File: config.mk
export PLATFORM = sky130hd
export DESIGN_NAME = register_read_control
export DESIGN_NICKNAME = d
export VERILOG_FILES = /design/src/rtl/register_read_control_pkg.sv /design/src/rtl/register_read_control_operand_usage_decoder.sv /design/src/rtl/register_read_control.sv
export SDC_FILE = /design/constraint.sdc
export NUM_CORES = 1
export LEC_CHECK = 0
export CORE_ASPECT_RATIO = 0.8
export CORE_MARGIN = 2
export CORE_UTILIZATION = 23
export DETAILED_ROUTE_END_ITERATION = 8
export PLACE_DENSITY = 0.59
export SLEW_MARGIN = 10
export SYNTH_ARGS = -nofsm -noshare
export SYNTH_HDL_FRONTEND = slang
export SYNTH_SLANG_ARGS = --single-unit
File: constraint.sdc
create_clock -name i_clk -period 1.62 [get_ports i_clk]
set_input_delay 0.243 -clock i_clk [delete_from_list [all_inputs] [get_ports i_clk]]
set_output_delay 0.243 -clock i_clk [all_outputs]
set_load 0.01 [all_outputs]
File: src/rtl/register_read_control_pkg.sv
// Shared constants for the operand-fetch controller: stage code,
// RISC-V opcodes and the read-control FSM state encoding.
package register_read_control_pkg;

    localparam int STAGE_WIDTH = 3;

    localparam logic [STAGE_WIDTH-1:0] STAGE_REGISTER_READ = 3'd2;

    localparam logic [6:0] OPC_OP     = 7'b0110011;
    localparam logic [6:0] OPC_OP_IMM = 7'b0010011;
    localparam logic [6:0] OPC_LOAD   = 7'b0000011;
    localparam logic [6:0] OPC_STORE  = 7'b0100011;
    localparam logic [6:0] OPC_BRANCH = 7'b1100011;
    localparam logic [6:0] OPC_JALR   = 7'b1100111;
    localparam logic [6:0] OPC_LUI    = 7'b0110111;
    localparam logic [6:0] OPC_AUIPC  = 7'b0010111;
    localparam logic [6:0] OPC_JAL    = 7'b1101111;

    typedef enum logic [1:0] {
        RRC_IDLE  = 2'd0,
        RRC_WAIT1 = 2'd1,
        RRC_WAIT2 = 2'd2,
        RRC_DONE  = 2'd3
    } rrc_state_t;

endpackage

File: src/rtl/register_read_control_operand_usage_decoder.sv
// Combinational opcode decode: which source registers an instruction reads.
// Ports: i_opcode (7) in; o_needs_rs1, o_needs_rs2 out.
module operand_usage_decoder
    import register_read_control_pkg::*;
(
    input  logic [6:0] i_opcode,
    output logic       o_needs_rs1,
    output logic       o_needs_rs2
);

    always_comb begin
        o_needs_rs1 = 1'b0;
        o_needs_rs2 = 1'b0;
        case (i_opcode)
            OPC_OP: begin
                o_needs_rs1 = 1'b1;
                o_needs_rs2 = 1'b1;
            end
            OPC_STORE,
            OPC_BRANCH: begin
                o_needs_rs1 = 1'b1;
                o_needs_rs2 = 1'b1;
            end
            OPC_OP_IMM,
            OPC_LOAD,
            OPC_JALR: begin
                o_needs_rs1 = 1'b1;
            end
            default: begin
                o_needs_rs1 = 1'b0;
                o_needs_rs2 = 1'b0;
            end
        endcase
    end

endmodule

File: src/rtl/register_read_control.sv
// Operand-fetch controller: sequences rs1/rs2 reads through the single
// synchronous register-file read port and latches them for execute.
// Ports: i_clk, i_reset (sync, active-high), i_stage, i_opcode, i_rs1,
//   i_rs2, i_rf_read_data in; o_rf_read_addr, o_rs1_value, o_rs2_value,
//   o_read_done out.
// Optional macro REG_READ_SKIP_EN: skip unneeded and x0 reads (forced 0).
module register_read_control
    import register_read_control_pkg::*;
(
    input  logic                   i_clk,
    input  logic                   i_reset,
    input  logic [STAGE_WIDTH-1:0] i_stage,
    input  logic [6:0]             i_opcode,
    input  logic [4:0]             i_rs1,
    input  logic [4:0]             i_rs2,
    input  logic [31:0]            i_rf_read_data,
    output logic [4:0]             o_rf_read_addr,
    output logic [31:0]            o_rs1_value,
    output logic [31:0]            o_rs2_value,
    output logic                   o_read_done
);

    rrc_state_t  r_state;
    logic [31:0] r_rs1_value;
    logic [31:0] r_rs2_value;
    logic        r_read_done;

    logic        w_needs_rs1;
    logic        w_needs_rs2;
    logic        w_eff_rs1;
    logic        w_eff_rs2;
    logic        w_in_stage;
    logic [4:0]  w_rf_read_addr;

    operand_usage_decoder u_usage (
        .i_opcode    (i_opcode),
        .o_needs_rs1 (w_needs_rs1),
        .o_needs_rs2 (w_needs_rs2)
    );

`ifdef REG_READ_SKIP_EN
    assign w_eff_rs1 = w_needs_rs1 && (i_rs1 != 5'd0);
    assign w_eff_rs2 = w_needs_rs2 && (i_rs2 != 5'd0);
`else
    // Fixed-latency build: every read goes to the register file.
    logic w_unused_needs;
    assign w_unused_needs = w_needs_rs1 ^ w_needs_rs2;
    assign w_eff_rs1 = 1'b1;
    assign w_eff_rs2 = 1'b1;
`endif

    assign w_in_stage = (i_stage == STAGE_REGISTER_READ);

    // Address leads the data by one cycle: the read for a WAITn state
    // is presented in the state before it.
    always_comb begin
        w_rf_read_addr = 5'd0;
        case (r_state)
            RRC_IDLE: begin
                if (w_eff_rs1)
                    w_rf_read_addr = i_rs1;
                else if (w_eff_rs2)
                    w_rf_read_addr = i_rs2;
            end
            RRC_WAIT1: w_rf_read_addr = i_rs2;
            default:   w_rf_read_addr = 5'd0;
        endcase
    end

    always_ff @(posedge i_clk) begin
        if (i_reset) begin
            r_state     <= RRC_IDLE;
            r_rs1_value <= 32'd0;
            r_rs2_value <= 32'd0;
            r_read_done <= 1'b0;
        end else begin
            case (r_state)
                RRC_IDLE: begin
                    if (w_in_stage) begin
                        if (!w_eff_rs1)
                            r_rs1_value <= 32'd0;
                        if (!w_eff_rs2)
                            r_rs2_value <= 32'd0;
                        if (w_eff_rs1) begin
                            r_state <= RRC_WAIT1;
                        end else if (w_eff_rs2) begin
                            r_state <= RRC_WAIT2;
                        end else begin
                            r_state     <= RRC_DONE;
                            r_read_done <= 1'b1;
                        end
                    end
                end
                RRC_WAIT1: begin
                    // Leaving the stage mid-fetch drops the in-flight data.
                    if (!w_in_stage) begin
                        r_state <= RRC_IDLE;
                    end else begin
                        r_rs1_value <= i_rf_read_data;
                        if (w_eff_rs2) begin
                            r_state <= RRC_WAIT2;
                        end else begin
                            r_state     <= RRC_DONE;
                            r_read_done <= 1'b1;
                        end
                    end
                end
                RRC_WAIT2: begin
                    if (!w_in_stage) begin
                        r_state <= RRC_IDLE;
                    end else begin
                        r_rs2_value <= i_rf_read_data;
                        r_state     <= RRC_DONE;
                        r_read_done <= 1'b1;
                    end
                end
                RRC_DONE: begin
                    if (!w_in_stage) begin
                        r_state     <= RRC_IDLE;
                        r_read_done <= 1'b0;
                    end
                end
                default: begin
                    r_state     <= RRC_IDLE;
                    r_read_done <= 1'b0;
                end
            endcase
        end
    end

    assign o_rf_read_addr = w_rf_read_addr;
    assign o_rs1_value    = r_rs1_value;
    assign o_rs2_value    = r_rs2_value;
    assign o_read_done    = r_read_done;

endmodule

=== Word-level counts from Yosys, hierarchy flattened ===
Cells that the tools add are included.
W data, S select, Z words.

* Output and inout port bits: 70
* Register bits: 67
* Input bits: 54

* Bitwise logic cells: 1
* Mux-type cells: 9
* Reduce and logical (&&, ||, !) cells: 6
* Eq/ne operators: 7

{| class="wikitable"
|+ Operator list
! operator !! number
|-
| $pmux W5 S2 || 1
|-
| $mux W2 || 4
|-
| $pmux W2 S4 || 1
|-
| $ne A2 B2 Y1 const B || 3
|-
| $reduce_and A2 Y1 || 3
|-
| $eq A2 B2 Y1 const B || 2
|-
| $eq A3 B2 Y1 const B || 1
|-
| $reduce_and A3 Y1 || 1
|-
| $eq A2 B1 Y1 const B || 1
|-
| $logic_not A2 Y1 || 1
|-
| $mux W1 || 2
|-
| $pmux W1 S2 || 1
|-
| $reduce_or A2 Y1 || 1
|-
| $not A1 Y1 || 1
|}

=== Depth between registers and ports, before layout ===
* Depth in word-level cells: 4
* Mapped depth: 5
* Gate-level depth less buffers: 3

=== Worst setup path after synthesis ===
Ideal clock, no wire load.

* Path type: input -> register
* Start: input port i_stage[0]
* End: register r_rs2_value[11], in the netlist o_rs2_value[11]
* Arrival time: 1250 ps
* Required time: 1548 ps
* Path slack: 298 ps
* Cell stages on the path: 4
* Cells stage by stage: or3b_4 nor3b_4 buf_6 mux2i_1

* Longest elaborated chain between the ends: 2

{| class="wikitable"
|+ Ends and longest elaborated chain
! item !! line !! RTL
|-
| start, declared || register_read_control.sv:12 || <nowiki>input logic [STAGE_WIDTH-1:0] i_stage,</nowiki>
|-
| $eq A3 B2 Y1 || register_read_control.sv:52 || <nowiki>assign w_in_stage = (i_stage == STAGE_REGISTER_READ);</nowiki>
|-
| $reduce_and A2 Y1 (no line) || n/a ||
|-
| end signal, assigned || register_read_control.sv:112 || <nowiki>r_rs2_value <= i_rf_read_data;</nowiki>
|-
| end, declared || register_read_control.sv:25 || <nowiki>logic [31:0] r_rs2_value;</nowiki>
|}

No other way between the ends.
A chain may end at the register's enable or synchronous reset.

=== Final worst setup path ===
* Start: register r_state[0]
* End: output port o_rf_read_addr[0]

* Longest elaborated chain between the ends: 2
* Elaborated cells between the ends (all ways): 3

{| class="wikitable"
|+ Ends and longest elaborated chain
! item !! line !! RTL
|-
| start, declared || register_read_control.sv:23 || <nowiki>rrc_state_t r_state;</nowiki>
|-
| start signal, assigned || register_read_control.sv:72 || <nowiki>r_state <= RRC_IDLE;</nowiki>
|-
| start signal, assigned || register_read_control.sv:85 || <nowiki>r_state <= RRC_WAIT1;</nowiki>
|-
| start signal, assigned || register_read_control.sv:87 || <nowiki>r_state <= RRC_WAIT2;</nowiki>
|-
| $eq A2 B1 Y1 / $logic_not A2 Y1 (equally long branches) || register_read_control.sv:58 || <nowiki>case (r_state)</nowiki>
|-
| $pmux W5 S2 * || register_read_control.sv:58 ||
|-
| end, declared || register_read_control.sv:17 || <nowiki>output logic [4:0] o_rf_read_addr,</nowiki>
|}

Every way passes the cells marked *; elsewhere a longest branch is shown, timed or not.

==> impl_metrics.ini <==
[status]
outcome = completed

[yosys]
synth_area_um2 = 2850
synth-seq-area-share_pct = 47.1
synth-xor-area-share_pct = 0
ys_types = 18
syn_nets = 323
synth_area_per_cell_um2 = 10.6
synth_compound_area_share_pct = 0.571
synth_simple_gate_area_share_pct = 24.5
yosysTopAreaCellShare_pct = 47.1
ys_warn_count = 0
synthTopCellsByArea = dfxtp_1 (47%), mux2i_1 (24%), nand2b_1 (21%)
synth_top_family_by_area = simple AND/OR/NAND/NOR gates
ys_seq_elements = 67
netlist_instances = 269
synthAdderAreaFrac_pct = 0
synth_mux_area_share_pct = 24.3
synth_top_area_cell = dfxtp_1

[worst_setup_path]
arrival_ns = 1.29
critPathMaxFanout = 8
rr_worst_depth = 3
r2r_start = r_state[1]$_SDFFE_PP0P_
setup.worst_path.end_class = output pin
critPathLaunchType = flop
worstReg2RegEnd = o_rs2_value[10]$_SDFFE_PP0P_
critPathKind = flop to output pin
r2r_setup_slack_ns = 0.31
worstPathRequired_ns = 1.38

[power]
power_frac_seq_pct = 43.3
leakage_nw = 1.76
power_switching_uw = 774
total_power_mw = 3.82
peakVddDrop_mv = 0.444
intPower_mw = 3.05
pwr-share-clk_pct = 49.9
p_sw_share_pct = 20.2
powerDensity_nw_per_um2 = 848
power.share.combinational_pct = 6.8

[finish]
instances_no_fill = 542
fillers = 1209
area_growth_pct = 58.3
final_util_pct = 37.2
layout-drive-gt1-share_pct = 7.18
nets = 439
diodes = 0

[die]
start_util_pct = 23.5
chipWidth_um = 128
ios = 124
core_um2 = 12100
die_h_um = 104
rows = 36
dieArea_um2 = 13300

[hold_path]
hold_path.class = input port to flop
hold_depth = 3
hold_path.startpoint = i_reset
holdPathEnd = o_read_done$_SDFFE_PP0P_

[timing]
fin_skew_ns = 0.00229
worst_slew_pin_slew_ns = 0.325
drv_slew = 0
slew_headroom_pct = 78.3
hold_viol_final = 0
finalSetupTns_ns = 0
rsz0062_at_grt = no
timing.final.crit_share_pct = 94.8
period_minus_slack_ns = 1.54
hold_slack_ns = 0.458
clock.fmax_ghz = 0.651
setup_viol = 0

[clock_network]
cts_made_buffers = 9
cts_max_path_buffers = 2
cts_hold_buffers = 0
clock_latency_ns = 0.32
clockRootBuffer = clkbuf_16
cts_tree = done
clock_sink_count = 67
cts_resized = 7
cts_max_level = 3
cts_setup_buffers = 0
clk_pin_slew_ns = 0.05

[place]
dp_hpwl_um = 4760
portBuffers = 116
placed_cells = 526
place_congestion = 0.664

[route]
drt_iter0_markers = 67
drc = 0
ant_nets = 0
viasPerCell = 4.02
dr.pass1.iters = 4
vias = 2180
wl_per_cell_um = 13.1
postRouteWirelength_um = 7120

[global_routing]
antenna_found_initial = 0
grt_max_degree = 100
grt_pass1_wl_um = 11600
overflow = 0
grt_pass1_vias = 2286
track_usage_pct = 10.9

[job]
maxCapViolCount = 0
[synthesized netlist by cell type, drive strengths merged]
library cell,n
nor2b,1
a31oi,1
nand2,2
and2,1
nor2,6
or3b,1
nor3b,2
mux2i,69
nand2b,96
a21bo,1
nor3,2
nand3b,1
clkbuf,11
dfxtp,67
buf,8
[cell families (layout without fill, tap and decap cells)]
family / Yosys count / count (layout)
AOI/OAI and AO/OA: 2 / 2
buffers and inverters: 19 / 140
muxes: 69 / 69
DFF: 67 / 67
and+or+nand+nor: 112 / 112
[registers in the layout, indices dropped and copies added, names as in the netlist]
register	cells
o_rs1_value	32
o_rs2_value	32
r_state	2
o_read_done	1
[power by group through the flow]
stage	registers, mW	clock network (mW)	logic (mW)
global route	1.65	2.06	0.283
detailed placement	1.69	0	0.271
CTS	1.66	1.99	0.266
finish	1.66	1.91	0.261
floorplan	1.69	0	0.111
global placement	1.69	0	0.267
[critical path: stages, from the launching register on]
cell and delay, ns:
dfxtp_4 0.41, mux2i_1 0.20, nor2_1 0.06, dlygate4sd2_1 0.30
[cell type report]
type                    instances  area [µm²]  area share [%]
flip-flops and latches         67        1350            29.8
clock buffers                  11         243            5.38
multi-input cells             183        1410            31.2
repair buffers                124        1270            28.2
clock inverters                 5        52.6            1.17
well taps                     152         190            4.22
[stage by stage]
step | instance area [µm²] | setup slack, ns
after global routing | 4510 | 0.0156
after detailed placement | 4220 | -0.242
final | 4510 | 0.0850
after global placement | 4220 | -0.211
after floorplan | 2850 | 0.298
after CTS | 4510 | 0.0648
[worst max path at each step]
stage / startpoint / endpoint
floorplan: i_stage[0] / o_rs2_value[11]$_SDFFE_PP0P_
global placement: i_stage[1] / o_rs2_value[26]$_SDFFE_PP0P_
detailed placement: i_stage[1] / o_rs2_value[17]$_SDFFE_PP0P_
CTS: r_state[0]$_SDFFE_PP0P_ / o_rf_read_addr[0]
global route: r_state[0]$_SDFFE_PP0P_ / o_rf_read_addr[0]
finish: r_state[0]$_SDFFE_PP0P_ / o_rf_read_addr[0]
[layer usage]
layer	global-route usage [%]	share of wire [%]	up-vias
li1	-	-	1114
met1	14.0	47	987
met2	16.7	44	69
met3	4.44	7.4	10
met4	3.53	1.3	0
met5	0	0	-
[placed cells by master, fill, tap and decap left out, types with 3 or more instances in the layout]
cell	count
buf_4	3
clkbuf_16	9
nor2_1	6
nand2b_1	96
clkinv_2	3
clkdlybuf4s50_1	110
buf_12	5
dlygate4sd2_1	5
dfxtp_1	66
mux2i_1	69
No activity file was read; power rests on OpenSTA's default activity.
